--- src/rtl/io_uart_pkg.sv ---
// io_uart_pkg: shared types and constants for the
// memory-mapped UART transmitter.
package io_uart_pkg;

  typedef enum logic [1:0] {
    ST_IDLE  = 2'd0,
    ST_START = 2'd1,
    ST_DATA  = 2'd2,
    ST_STOP  = 2'd3
  } tx_state_e;

  localparam int STAT_BUSY  = 0;
  localparam int STAT_EMPTY = 1;
  localparam int STAT_FULL  = 2;
  localparam int STAT_OVF   = 3;
  localparam int STAT_ALMST = 4;
  localparam int STAT_W     = 5;

  localparam logic [31:0] DEF_DATA_ADDR = 32'h0000_03fe;
  localparam logic [31:0] DEF_STAT_ADDR = 32'h0000_03fd;

endpackage

--- src/rtl/sync_fifo.sv ---
// sync_fifo: first-word-fall-through FIFO; a push
// into a full FIFO is taken when a pop happens too.
module sync_fifo #(
  parameter int WIDTH = 8,
  parameter int DEPTH = 4
) (
  input  logic                     clk,
  input  logic                     rst_n,
  input  logic                     push_i,
  input  logic [WIDTH-1:0]         din_i,
  input  logic                     pop_i,
  output logic [WIDTH-1:0]         dout_o,
  output logic                     full_o,
  output logic                     empty_o,
  output logic [$clog2(DEPTH):0]   count_o
);

  localparam int AW = $clog2(DEPTH);
  localparam int CW = AW + 1;

  logic [WIDTH-1:0] mem_q [DEPTH];
  logic [AW-1:0]    wr_q;
  logic [AW-1:0]    rd_q;
  logic [CW-1:0]    cnt_q;
  logic             do_push;
  logic             do_pop;

  assign full_o  = (cnt_q == CW'(DEPTH));
  assign empty_o = (cnt_q == '0);
  assign count_o = cnt_q;
  assign dout_o  = mem_q[rd_q];
  assign do_pop  = pop_i && !empty_o;
  assign do_push = push_i && (!full_o || do_pop);

  // storage array, no reset needed
  always_ff @(posedge clk) begin
    if (do_push) begin
      mem_q[wr_q] <= din_i;
    end
  end

  // pointers and occupancy
  always_ff @(posedge clk or negedge rst_n) begin
    if (!rst_n) begin
      wr_q  <= '0;
      rd_q  <= '0;
      cnt_q <= '0;
    end else begin
      if (do_push) begin
        wr_q <= wr_q + 1'b1;
      end
      if (do_pop) begin
        rd_q <= rd_q + 1'b1;
      end
      if (do_push && !do_pop) begin
        cnt_q <= cnt_q + 1'b1;
      end else if (do_pop && !do_push) begin
        cnt_q <= cnt_q - 1'b1;
      end
    end
  end

endmodule

--- src/rtl/io_uart_tx.sv ---
// io_uart_tx: IO-mapped 8N1 transmitter with a byte
// FIFO, sticky overflow flag and a status register.
module io_uart_tx
  import io_uart_pkg::*;
#(
  parameter int          CLK_DIV    = 16,
  parameter int          FIFO_DEPTH = 4,
  parameter logic [31:0] DATA_ADDR  = DEF_DATA_ADDR,
  parameter logic [31:0] STAT_ADDR  = DEF_STAT_ADDR
) (
  input  logic        clk,
  input  logic        rst_n,
  input  logic [31:0] io_addr,
  input  logic [31:0] out_data,
  input  logic        out_strobe,
  input  logic        in_strobe,
  output logic [31:0] in_data,
  output logic        in_rdy,
  output logic        tx,
  output logic        busy
);

  localparam int          CW     = $clog2(FIFO_DEPTH) + 1;
  localparam logic [15:0] DIV_M1 = 16'(CLK_DIV - 1);

  tx_state_e   state_q, state_d;
  logic [15:0] cnt_q, cnt_d;
  logic [2:0]  idx_q, idx_d;
  logic [7:0]  shift_q, shift_d;
  logic        tx_q, tx_d;
  logic        ovf_q, ovf_d;

  logic          push_req;
  logic          pop;
  logic          full;
  logic          empty;
  logic [7:0]    head;
  logic [CW-1:0] count;
  logic          bit_end;
  logic          ovf_set;
  logic          rd_clr;
  logic [STAT_W-1:0] stat;
  logic          unused_hi;

  assign unused_hi = ^out_data[31:8];

  assign push_req = out_strobe && (io_addr == DATA_ADDR);
  assign rd_clr   = in_strobe && (io_addr == STAT_ADDR);
  assign ovf_set  = push_req && full && !pop;
  assign bit_end  = (cnt_q == DIV_M1);

  sync_fifo #(
    .WIDTH (8),
    .DEPTH (FIFO_DEPTH)
  ) u_fifo (
    .clk     (clk),
    .rst_n   (rst_n),
    .push_i  (push_req),
    .din_i   (out_data[7:0]),
    .pop_i   (pop),
    .dout_o  (head),
    .full_o  (full),
    .empty_o (empty),
    .count_o (count)
  );

  assign busy   = !empty || (state_q != ST_IDLE);
  assign tx     = tx_q;
  assign in_rdy = 1'b1;

  // status word assembly, zero for any other address
  always_comb begin
    stat              = '0;
    stat[STAT_BUSY]   = busy;
    stat[STAT_EMPTY]  = empty;
    stat[STAT_FULL]   = full;
    stat[STAT_OVF]    = ovf_q;
    stat[STAT_ALMST]  = (count == CW'(FIFO_DEPTH - 1));
    in_data           = '0;
    if (io_addr == STAT_ADDR) begin
      in_data[STAT_W-1:0] = stat;
    end
  end

  // sticky overflow: a new drop beats a clearing read
  always_comb begin
    ovf_d = ovf_q;
    if (ovf_set) begin
      ovf_d = 1'b1;
    end else if (rd_clr) begin
      ovf_d = 1'b0;
    end
  end

  // frame sequencer; tx_d is the line level for the next cycle
  always_comb begin
    state_d = state_q;
    cnt_d   = cnt_q;
    idx_d   = idx_q;
    shift_d = shift_q;
    tx_d    = tx_q;
    pop     = 1'b0;
    unique case (state_q)
      ST_IDLE: begin
        tx_d  = 1'b1;
        cnt_d = '0;
        if (!empty) begin
          pop     = 1'b1;
          shift_d = head;
          state_d = ST_START;
          tx_d    = 1'b0;
        end
      end
      ST_START: begin
        if (bit_end) begin
          cnt_d   = '0;
          idx_d   = '0;
          state_d = ST_DATA;
          tx_d    = shift_q[0];
        end else begin
          cnt_d = cnt_q + 16'd1;
        end
      end
      ST_DATA: begin
        if (bit_end) begin
          cnt_d = '0;
          if (idx_q == 3'd7) begin
            state_d = ST_STOP;
            tx_d    = 1'b1;
          end else begin
            shift_d = {1'b0, shift_q[7:1]};
            idx_d   = idx_q + 3'd1;
            tx_d    = shift_q[1];
          end
        end else begin
          cnt_d = cnt_q + 16'd1;
        end
      end
      ST_STOP: begin
        if (bit_end) begin
          cnt_d = '0;
          if (!empty) begin
            pop     = 1'b1;
            shift_d = head;
            state_d = ST_START;
            tx_d    = 1'b0;
          end else begin
            state_d = ST_IDLE;
            tx_d    = 1'b1;
          end
        end else begin
          cnt_d = cnt_q + 16'd1;
        end
      end
      default: begin
        state_d = ST_IDLE;
        cnt_d   = '0;
        tx_d    = 1'b1;
      end
    endcase
  end

  // state registers; reset forces the line high at once
  always_ff @(posedge clk or negedge rst_n) begin
    if (!rst_n) begin
      state_q <= ST_IDLE;
      cnt_q   <= '0;
      idx_q   <= '0;
      shift_q <= '0;
      tx_q    <= 1'b1;
      ovf_q   <= 1'b0;
    end else begin
      state_q <= state_d;
      cnt_q   <= cnt_d;
      idx_q   <= idx_d;
      shift_q <= shift_d;
      tx_q    <= tx_d;
      ovf_q   <= ovf_d;
    end
  end

endmodule

--- config.mk ---
export PLATFORM = sky130hd
export DESIGN_NAME = io_uart_tx
export DESIGN_NICKNAME = d
export VERILOG_FILES = /design/src/rtl/io_uart_pkg.sv /design/src/rtl/sync_fifo.sv /design/src/rtl/io_uart_tx.sv
export SDC_FILE = /design/constraint.sdc
export NUM_CORES = 1
export LEC_CHECK = 0
export ABC_AREA = 1
export BUFFER_PORTS_ARGS = -buffer_cell sky130_fd_sc_hd__buf_2
export CORE_UTILIZATION = 53
export CTS_BUF_LIST = sky130_fd_sc_hd__clkbuf_16
export CTS_CLUSTER_DIAMETER = 60
export DETAILED_ROUTE_END_ITERATION = 16
export PLACE_DENSITY = 0.8
export SLEW_MARGIN = 20
export SYNTH_ARGS = -nofsm -noshare
export SYNTH_HDL_FRONTEND = slang
export SYNTH_HIERARCHICAL = 1
export SYNTH_SLANG_ARGS = --single-unit
--- constraint.sdc ---
create_clock -name clk -period 3.2 [get_ports clk]
set_clock_uncertainty 0.2 [all_clocks]
set_input_delay 0.64 -clock clk [delete_from_list [all_inputs] [get_ports clk]]
set_output_delay 0.64 -clock clk [all_outputs]
set_load 0.03 [all_outputs]
==> results of run 1 <==
## power breakdown
part	internal (uW)	leakage (uW)	switching, uW
Clock	543	0.000137	412
Combinational	21.6	0.00115	66.9
Sequential	941	0.000781	0.000000896
## placed cells by master, fill, tap and decap left out, types with 4 or more instances in the layout
master / Yosys / layout
o21ai_1: 16 / 16
a21oi_1: 5 / 5
nand3_1: 22 / 22
edfxtp_1: 32 / 32
ha_1: 13 / 13
conb_1: 2 / 28
clkbuf_16: 0 / 9
nand2_2: 4 / 4
xor2_1: 4 / 4
buf_4: 28 / 6
nor2_1: 80 / 80
dfrtp_1: 37 / 37
nand2_1: 97 / 97
nand4_1: 5 / 5
inv_6: 1 / 4
inv_1: 35 / 35
nor3_1: 9 / 9
buf_2: 2 / 50
o21ai_0: 12 / 12
## cell families (layout without fill, tap and decap cells)
| kind of cell | count (synthesis) | in the layout | synth area share (%) |
|---|---|---|---|
| other cells | 2 | 28 | 0.190 |
| buf+inv | 73 | 110 | 10.8 |
| flops | 70 | 70 | 48.4 |
| simple gates | 237 | 237 | 27.9 |
| compound gates | 42 | 42 | 6.46 |
| xor+xnor | 7 | 7 | 1.55 |
| fa+ha+maj | 14 | 14 | 4.63 |
## worst max-delay path, stage by stage (launching register included)
cell and delay, ns:
dfrtp_1 0.42, inv_1 0.12, ha_1 0.37, nor3_1 0.20
nand3_1 0.11, nand2_1 0.18, inv_1 0.08, nand3_2 0.10
nand2_2 0.11, inv_1 0.08, ha_1 0.15, inv_1 0.07
fa_1 0.38, nand2_1 0.11, nand3_1 0.09, nand2_1 0.06
nand2_1 0.04
## per-stage QoR
step	hold WS [ns]	std cells	total power [uW]	util, %	setup WS, ns
CTS	0.233	607	2000	62.1	0.229
global placement	0.255	591	1040	58.0	0.406
global route	0.279	607	2040	62.1	0.0499
detailed placement	0.258	591	1050	58.0	0.271
floorplan	0.144	471	1040	-	0.582
finish	0.206	607	1980	62.1	0.234
## final cells by class
type                    count  share of cell area [%]
clock buffers               9                    5.03
flip-flops and latches     70                    42.7
inverters                  38                    3.30
clock inverters             7                    1.43
well taps                  99                    2.77
repair buffers             56                    6.60
multi-input cells         328                    38.1
## flip-flops by register name, indices dropped and copies added, names as in the netlist
| signal | cells |
|---|---|
| u_fifo/wr_q | 2 |
| u_fifo/mem_q | 32 |
| idx_q | 3 |
| state_q | 2 |
| cnt_q | 16 |
| u_fifo/rd_q | 2 |
| shift_q | 8 |
| ovf_q | 1 |
| tx | 1 |
| u_fifo/count_o | 3 |
## worst max-delay path by stage
stage / startpoint / endpoint / slack (ns) / cells past startpoint
2_1_floorplan: io_addr[7] / in_data[4] / 0.58 / 6
3_3_place_gp: state_q[0] / u_fifo/count_o[2] / 0.41 / 16
3_5_place_dp: state_q[0] / u_fifo/count_o[2] / 0.27 / 16
4_1_cts: state_q[0] / u_fifo/count_o[2] / 0.23 / 16
5_1_grt: u_fifo/count_o[0] / u_fifo/count_o[2] / 0.05 / 17
6_report: state_q[0] / u_fifo/count_o[2] / 0.23 / 16
## per-layer routing
layer  part of all wire [%]  up-vias  global-route usage, %
met5                      0        -                      0
met4                    2.0        0                   10.4
met3                    4.2       13                   4.48
met2                     50       83                   35.5
met1                     44     1387                   23.5
li1                       -     1498                      -
==> metrics, run 1 <==
outcome completed; worst-path fanout max 7; total CTS buffers 9; post-CTS sizing 0; DR pass1 iterations 4; ys flop type dfrtp_1; CTS tree built; H-tree Lvls 3; Synth Cell Area 3950 um2; syn avg cell area 8.87 um2; area grow syn2layout 13.4%; Tightest Pin Transition 0.847 ns; reg2reg start state_q[0]; TritonCTS Sinks 70; DRT Wirelength 7180 um; DR vias 2,981; CP endpoint kind flip-flop; final hold violation count 0; DIE AREA 7800 um2; synth cell count leaders nand2_1 (97), nor2_1 (80), dfrtp_1 (37); crit path launch type flip-flop; VDD IR-drop max 362 uV; Sequential Area 1910 um2; setup_tns 0 ns; CTS clk-pin slew, worst paths 0.06 ns; Max Fclk 0.337 GHz; DRT iter0 DRCs 109; vias in the first global route 2,767; top post-synthesis cells by area edfxtp_1 (24%), dfrtp_1 (23%), nand2_1 (9.2%); clock buffer depth 2; RSZ-0062 raised after global routing false; fill cell count 641; CTS root buf clkbuf_16; CORE AREA 7210 um2; FP Rows 31; maxcap violations 0; vias per inst 4.91; first-pass GRT wire length 11,900 um; proportion of layout cells with a drive suffix above 1 19.7%; antenna-violating nets left 0; Final Wtd Congestion 0.773; All-Layer GR Usage 20.3%; worst skew pair latency 0.33 ns; Final #Nets 585; starting density of the core 54.7%; Synth top area share 24.3%; EDFF count, synth 32; average wire per cell in the routed design 11.8 um; worst endpoint required time 3.22 ns; #FFs+latches synth 70; PD cells 443 nW/um2; Final Cycle Share 92.7%; fin. max-slew vios 0; Seq/Total Area, Yosys 48.4%; worst relative slew slack 43.6%; worst r2r path cells 16; largest net degree at the start of global routing 39; post-CTS setup buffers 0; Hold Path Class in -> async; Buffers on Ports 50; multi-input combinational cell area 1710 um2; gr ovfl total 0; placed cell area 4190 um2; Die W 88.3 um; hold buffer count at CTS 0; post-DP HPWL 5130 um; Lkg Pwr 0.00207 uW; critical path data arrival time 2.99 ns; Yosys cell types 44; Syn Inst Count 445; clock period minus worst slack 2.97 ns; n_diodes 0; area leader, netlist edfxtp_1; most numerous cell in the Yosys netlist nand2_1; final setup fails 0; Reg2Reg Setup Slack 0.23 ns; ys async rst share 54.3%; Synth warnings 6; Ports 103; Die Y 88.3 um; Crit Path Class reg -> reg; DR DRC count 0; initial antenna violation count 0; R2R Path End u_fifo/count_o[2]; final instance area 4480 um2
Note: power is estimated with default switching activity, not from simulation.
==> run 2: changes to the inputs <==
- CORE_UTILIZATION: 53 -> 45
- CTS_BUF_LIST: sky130_fd_sc_hd__clkbuf_16 -> default
- PLACE_DENSITY: 0.8 -> 0.7
==> run 2 against run 1 <==
Effect of this change: sequential share of layout area increased by 0.62 points; clock power is 21% lower; utilization down 9.1 points; wire length is 3.0% lower; final cell count rose by 1.2%; via count shrank 2.1%; register-to-register slack gained 0.07 ns; combinational power down 0.9%; first-iteration DRC count decreased by 4.6%; largest power group is now sequential cells.
==> metrics, run 2 (same netlist as run 1, synthesis figures left out) <==
maxcap violations 0 (unchanged); part of the power in registers 52.7% (+5.3 points); critical path data arrival time 2.94 ns (-0.05 ns); Final Util 52.9% (-9.1 points); clock period minus worst slack 2.90 ns (-0.0660 ns); max reg flops 32 (unchanged); DRT iter0 DRCs 104 (-4.6%); slowest cell on the critical path dfrtp_1; Tightest Pin Transition 0.843 ns (-0.00343 ns); CP endpoint kind flip-flop; Sw Ratio 24.8% (+0.72 points); Die W 95.7 um (+8.3%); Hold Path Class in -> async; power share of the clock group 42.4% (-5.7 points); CTS root buf clkbuf_8; fin. max-slew vios 0 (unchanged); routed wl met2 3620 um (+0.69%); CTS clk-pin slew, worst paths 0.08 ns (+0.02 ns); worst-path fanout max 7 (unchanged); total CTS buffers 9 (unchanged); met1 wire length 2980 um (-4.9%); DR vias 2,919 (-2.1%); proportion of layout cells with a drive suffix above 1 19.8% (+0.16 points); worst r2r path cells 16 (unchanged); cells along the critical path inv_1 -> ha_1 -> nor3_1 -> nand3_1 -> nand2_1 -> inv_1 -> nand3_2 -> nand2_2 -> inv_1 -> ha_1 -> inv_1 -> fa_1 -> nand2_1 -> nand3_1 -> nand2_1 -> nand2_1; vias per inst 4.75 (-3.2%); Die Y 95.7 um (+8.3%); worst relative slew slack 43.8% (+0.23 points); R2R Path End u_fifo/count_o[2]; final setup fails 0 (unchanged); DIE AREA 9150 um2 (+17%); Ports 103 (unchanged); DR pass1 iterations 4 (unchanged); metal3 WL 273 um (-9.9%); average wire per cell in the routed design 11.3 um (-4.1%); Final Cycle Share 90.6% (-2.1 points); Crit Path Class reg -> reg; setup_tns 0 ns (unchanged); TritonCTS Sinks 70 (unchanged); hold buffer count at CTS 0 (unchanged); Reg2Reg Setup Slack 0.30 ns (+0.07 ns); antenna-violating nets left 0 (unchanged); clock buffer depth 2 (unchanged); PD cells 404 nW/um2 (-8.9%); DR DRC count 0 (unchanged); post-DP HPWL 5120 um (-0.19%); n_diodes 0 (unchanged); starting density of the core 47.3% (-7.4 points); outcome completed; All-Layer GR Usage 17.2% (-3.2 points); Max Fclk 0.345 GHz (+2.3%); CP delay by family, top simple AND/OR/NAND/NOR gates; Critical Path Sink u_fifo/count_o[2]; fill cell count 756 (+18%); Final #Nets 586 (+0.17%); Buffers on Ports 50 (unchanged); first-pass GRT wire length 12,000 um (+0.34%); RSZ-0062 raised after global routing false; commonest non-fill, non-tap cell in the layout nand2_1; worst endpoint required time 3.24 ns (+0.02 ns); initial antenna violation count 0 (unchanged); H-tree Lvls 3 (unchanged); Buf/Inv on CP 4 (unchanged); Largest Register u_fifo/mem_q; Stages on worst setup path 16 (unchanged); gr ovfl total 0 (unchanged); Top Registers u_fifo/mem_q x32, cnt_q x16, shift_q x8; internal power 1340 uW (-11%); most frequent cells in the layout nand2_1 (97), nor2_1 (80), buf_2 (50); post-CTS setup buffers 0 (unchanged); CORE AREA 8340 um2 (+16%); area grow syn2layout 11.8%; VDD IR-drop max 319 uV (-12%); Highest Signal Layer met4; Final Wtd Congestion 0.820 (+6.1%); vias in the first global route 2,777 (+0.36%); Net Switching 443 uW (-7.5%); largest net degree at the start of global routing 39 (unchanged); Lkg Pwr 0.00204 uW (-1.4%); CTS tree built; DRT Wirelength 6960 um (-3.0%); post-CTS sizing 0 (unchanged); Comb pwr share 4.9% (+0.4 points); FP Rows 33 (+6.5%); Crit path largest cell delay 0.41 ns (about the same); worst skew pair latency 0.35 ns (+0.02 ns); crit path launch type flip-flop; final hold violation count 0 (unchanged); reg2reg start state_q[0]; crit path from state_q[0]
run 2: cell count changes in the layout (fill, tap and decap cells not counted):
cell,delta
buf_4,+1
bufinv_16,+1
clkbuf_16,-9
clkbuf_8,+9
clkinvlp_4,-1
run 2: worst min path at each step:
stage                      end  slack (ns)
finish                cnt_q[7]        0.18
global route          cnt_q[9]        0.25
detailed placement  shift_q[2]        0.26
CTS                   cnt_q[9]        0.20
global placement    shift_q[5]        0.26
floorplan             cnt_q[0]        0.14
run 2: per-layer routing:
| metal | track usage [%] | vias to the layer above |
|---|---|---|
| li1 | - | 1503 |
| met1 | 19.1 | 1344 |
| met2 | 31.1 | 64 |
| met3 | 4.63 | 8 |
| met4 | 6.34 | 0 |
| met5 | 0 | - |
run 2: cell type report:
type	count	area, um2	share of cell area (%)
multi-input combinational	328	1710	38.7
timing repair buffer	57	303	6.86
clock inverter	7	86.3	1.96
inverter	38	148	3.35
tap	105	131	2.98
sequential	70	1910	43.4
clock buffer	9	124	2.81
run 2: metrics by stage:
step | cells | setup WS, ns | total power (uW) | hold WS [ns] | instance area, um2
after floorplan | 471 | 0.582 | 1040 | 0.144 | 4050
after CTS | 614 | 0.283 | 1810 | 0.202 | 4410
final | 614 | 0.300 | 1780 | 0.179 | 4410
after global placement | 598 | 0.404 | 1050 | 0.255 | 4200
after detailed placement | 598 | 0.288 | 1050 | 0.262 | 4200
after global routing | 614 | 0.0755 | 1850 | 0.254 | 4410
run 2: power by group through the flow:
stage	combinational, uW	clock, uW	sequential, uW
2_1_floorplan	75.6	0	959
3_3_place_gp	86.1	0	959
3_5_place_dp	88.2	0	959
4_1_cts	88.2	780	940
5_1_grt	97.6	813	940
6_report	87.7	755	940
==> run 3: changes to the inputs <==
- SETUP_SLACK_MARGIN: default -> 0.3
==> run 3 against run 2 <==
Effect of this change: setup slack improved by 0.17 ns; sequential power barely moved; final cell count rose by 0.65%; critical path depth did not move; largest power group unchanged; highest routed layer unchanged.
==> metrics, run 3 (same netlist as run 1, synthesis figures left out) <==
CTS tree built; RSZ-0062 raised after global routing false; Final Util 53.7% (+0.77 points); TritonCTS Sinks 70 (unchanged); DR DRC count 0 (unchanged); worst skew pair latency 0.35 ns (about the same); Final Wtd Congestion 0.820 (unchanged); area grow syn2layout 13.4%; total CTS buffers 9 (unchanged); commonest non-fill, non-tap cell in the layout nand2_1; worst endpoint required time 3.24 ns (about the same); critical path data arrival time 2.77 ns (-0.17 ns); Largest Register u_fifo/mem_q; DRT iter0 DRCs 110 (+5.8%); PD cells 399 nW/um2 (-1.2%); FP Rows 33 (unchanged); setup_tns 0 ns (unchanged); initial antenna violation count 0 (unchanged); Top Registers u_fifo/mem_q x32, cnt_q x16, shift_q x8; Ports 103 (unchanged); worst relative slew slack 43.9% (+0.073 points); starting density of the core 47.3% (unchanged); All-Layer GR Usage 17.2% (unchanged); CORE AREA 8340 um2 (unchanged); proportion of layout cells with a drive suffix above 1 22.2% (+2.4 points); Post-Place Worst Slack 0.288 ns (unchanged); clock buffer depth 2 (unchanged); final hold violation count 0 (unchanged); DIE AREA 9150 um2 (unchanged); Hold Path Class in -> async; Die Y 95.7 um (unchanged); Buffers on Ports 50 (unchanged); maxcap violations 0 (unchanged); H-tree Lvls 3 (unchanged); DRT Wirelength 7060 um (+1.4%); worst-path fanout max 7 (unchanged); CP endpoint kind flip-flop; antenna-violating nets left 0 (unchanged); final setup fails 0 (unchanged); hold buffer count at CTS 0 (unchanged); crit path launch type flip-flop; Die W 95.7 um (unchanged); DR pass1 iterations 4 (unchanged); clock period minus worst slack 2.73 ns (-0.168 ns); worst r2r path cells 16 (unchanged); setup ws final 0.468 ns (+0.168 ns); first-pass GRT wire length 12,000 um (unchanged); fill cell count 746 (-1.3%); reg2reg start state_q[1]; most frequent cells in the layout nand2_1 (95), nor2_1 (80), buf_2 (50); max reg flops 32 (unchanged); vias per inst 4.78 (+0.48%); final instance area 4480 um2 (+1.4%); n_diodes 0 (unchanged); vias in the first global route 2,777 (unchanged); Final Cycle Share 85.4% (-5.2 points); VDD IR-drop max 320 uV (about the same); Lkg Pwr 0.00205 uW (+0.68%); CTS clk-pin slew, worst paths 0.09 ns (about the same); post-DP HPWL 5120 um (unchanged); R2R Path End u_fifo/count_o[2]; largest net degree at the start of global routing 39 (unchanged); Tightest Pin Transition 0.842 ns (-0.00110 ns); gr ovfl total 0 (unchanged); CTS root buf clkbuf_8; placed cell area 4200 um2 (unchanged); Max Fclk 0.366 GHz (+6.1%); outcome completed; Crit Path Class reg -> reg; fin. max-slew vios 0 (unchanged); DR vias 2,952 (+1.1%); Reg2Reg Setup Slack 0.47 ns (+0.17 ns); average wire per cell in the routed design 11.4 um (+0.69%); Final #Nets 590 (+0.68%)
run 3: how the worst max path moves through the flow:
stage          cells after the start        from  slack [ns]           endpoint
2_1_floorplan                      6  io_addr[7]        0.58         in_data[4]
3_3_place_gp                      16  state_q[0]        0.40  u_fifo/count_o[2]
3_5_place_dp                      16  state_q[0]        0.29  u_fifo/count_o[2]
4_1_cts                           16  state_q[0]        0.33  u_fifo/count_o[2]
5_1_grt                           16  state_q[0]        0.32  u_fifo/count_o[2]
6_report                          16  state_q[1]        0.47  u_fifo/count_o[2]
run 3: worst max-delay path, stage by stage (launching register included):
cell and delay (ns):
dfrtp_2 0.45, inv_2 0.10, ha_4 0.21, nor3_1 0.17
nand3_1 0.11, nand2_2 0.13, inv_1 0.06, nand3_2 0.09
nand2_2 0.10, inv_1 0.07, ha_1 0.17, inv_1 0.08
fa_1 0.39, nand2_1 0.11, nand3_1 0.08, nand2_1 0.06
nand2_1 0.05
run 3: through the flow:
| step | std cells | total power, uW | hold slack (ns) |
|---|---|---|---|
| 5_1_grt | 618 | 1850 | 0.254 |
| 6_report | 618 | 1790 | 0.176 |
| 3_5_place_dp | 598 | 1050 | 0.262 |
| 3_3_place_gp | 598 | 1050 | 0.255 |
| 2_1_floorplan | 471 | 1040 | 0.144 |
| 4_1_cts | 614 | 1810 | 0.202 |
run 3: power breakdown:
group / switching [uW] / internal (uW) / leakage, uW / total [uW]
combinational: 66.1 / 21.6 / 0.00117 / 87.6
sequential: 0.000000866 / 940 / 0.000779 / 940
clock: 380 / 379 / 0.000105 / 759
total: 446 / 1340 / 0.00205 / 1790
run 3: layout make-up:
class / count / area, um2 / share of cell area, %
multi-input cells: 328 / 1740 / 38.8
inverters: 38 / 148 / 3.30
clock inverters: 7 / 86.3 / 1.93
well taps: 105 / 131 / 2.93
flip-flops and latches: 70 / 1920 / 42.8
repair buffers: 61 / 333 / 7.43
clock buffers: 9 / 124 / 2.77
run 3: timing repair:
item	4_1_cts	5_1_grt
hold endpoints to repair	0	0
buffers inserted	0	4
setup endpoints to repair	1	2
pin swaps	0	2
gates resized for setup	1	9
run 3: layer usage:
layer	track usage (%)	part of all wire (%)
met2	31.1	52
met3	4.63	3.9
met1	19.1	43
met5	0	0
met4	6.34	1.3
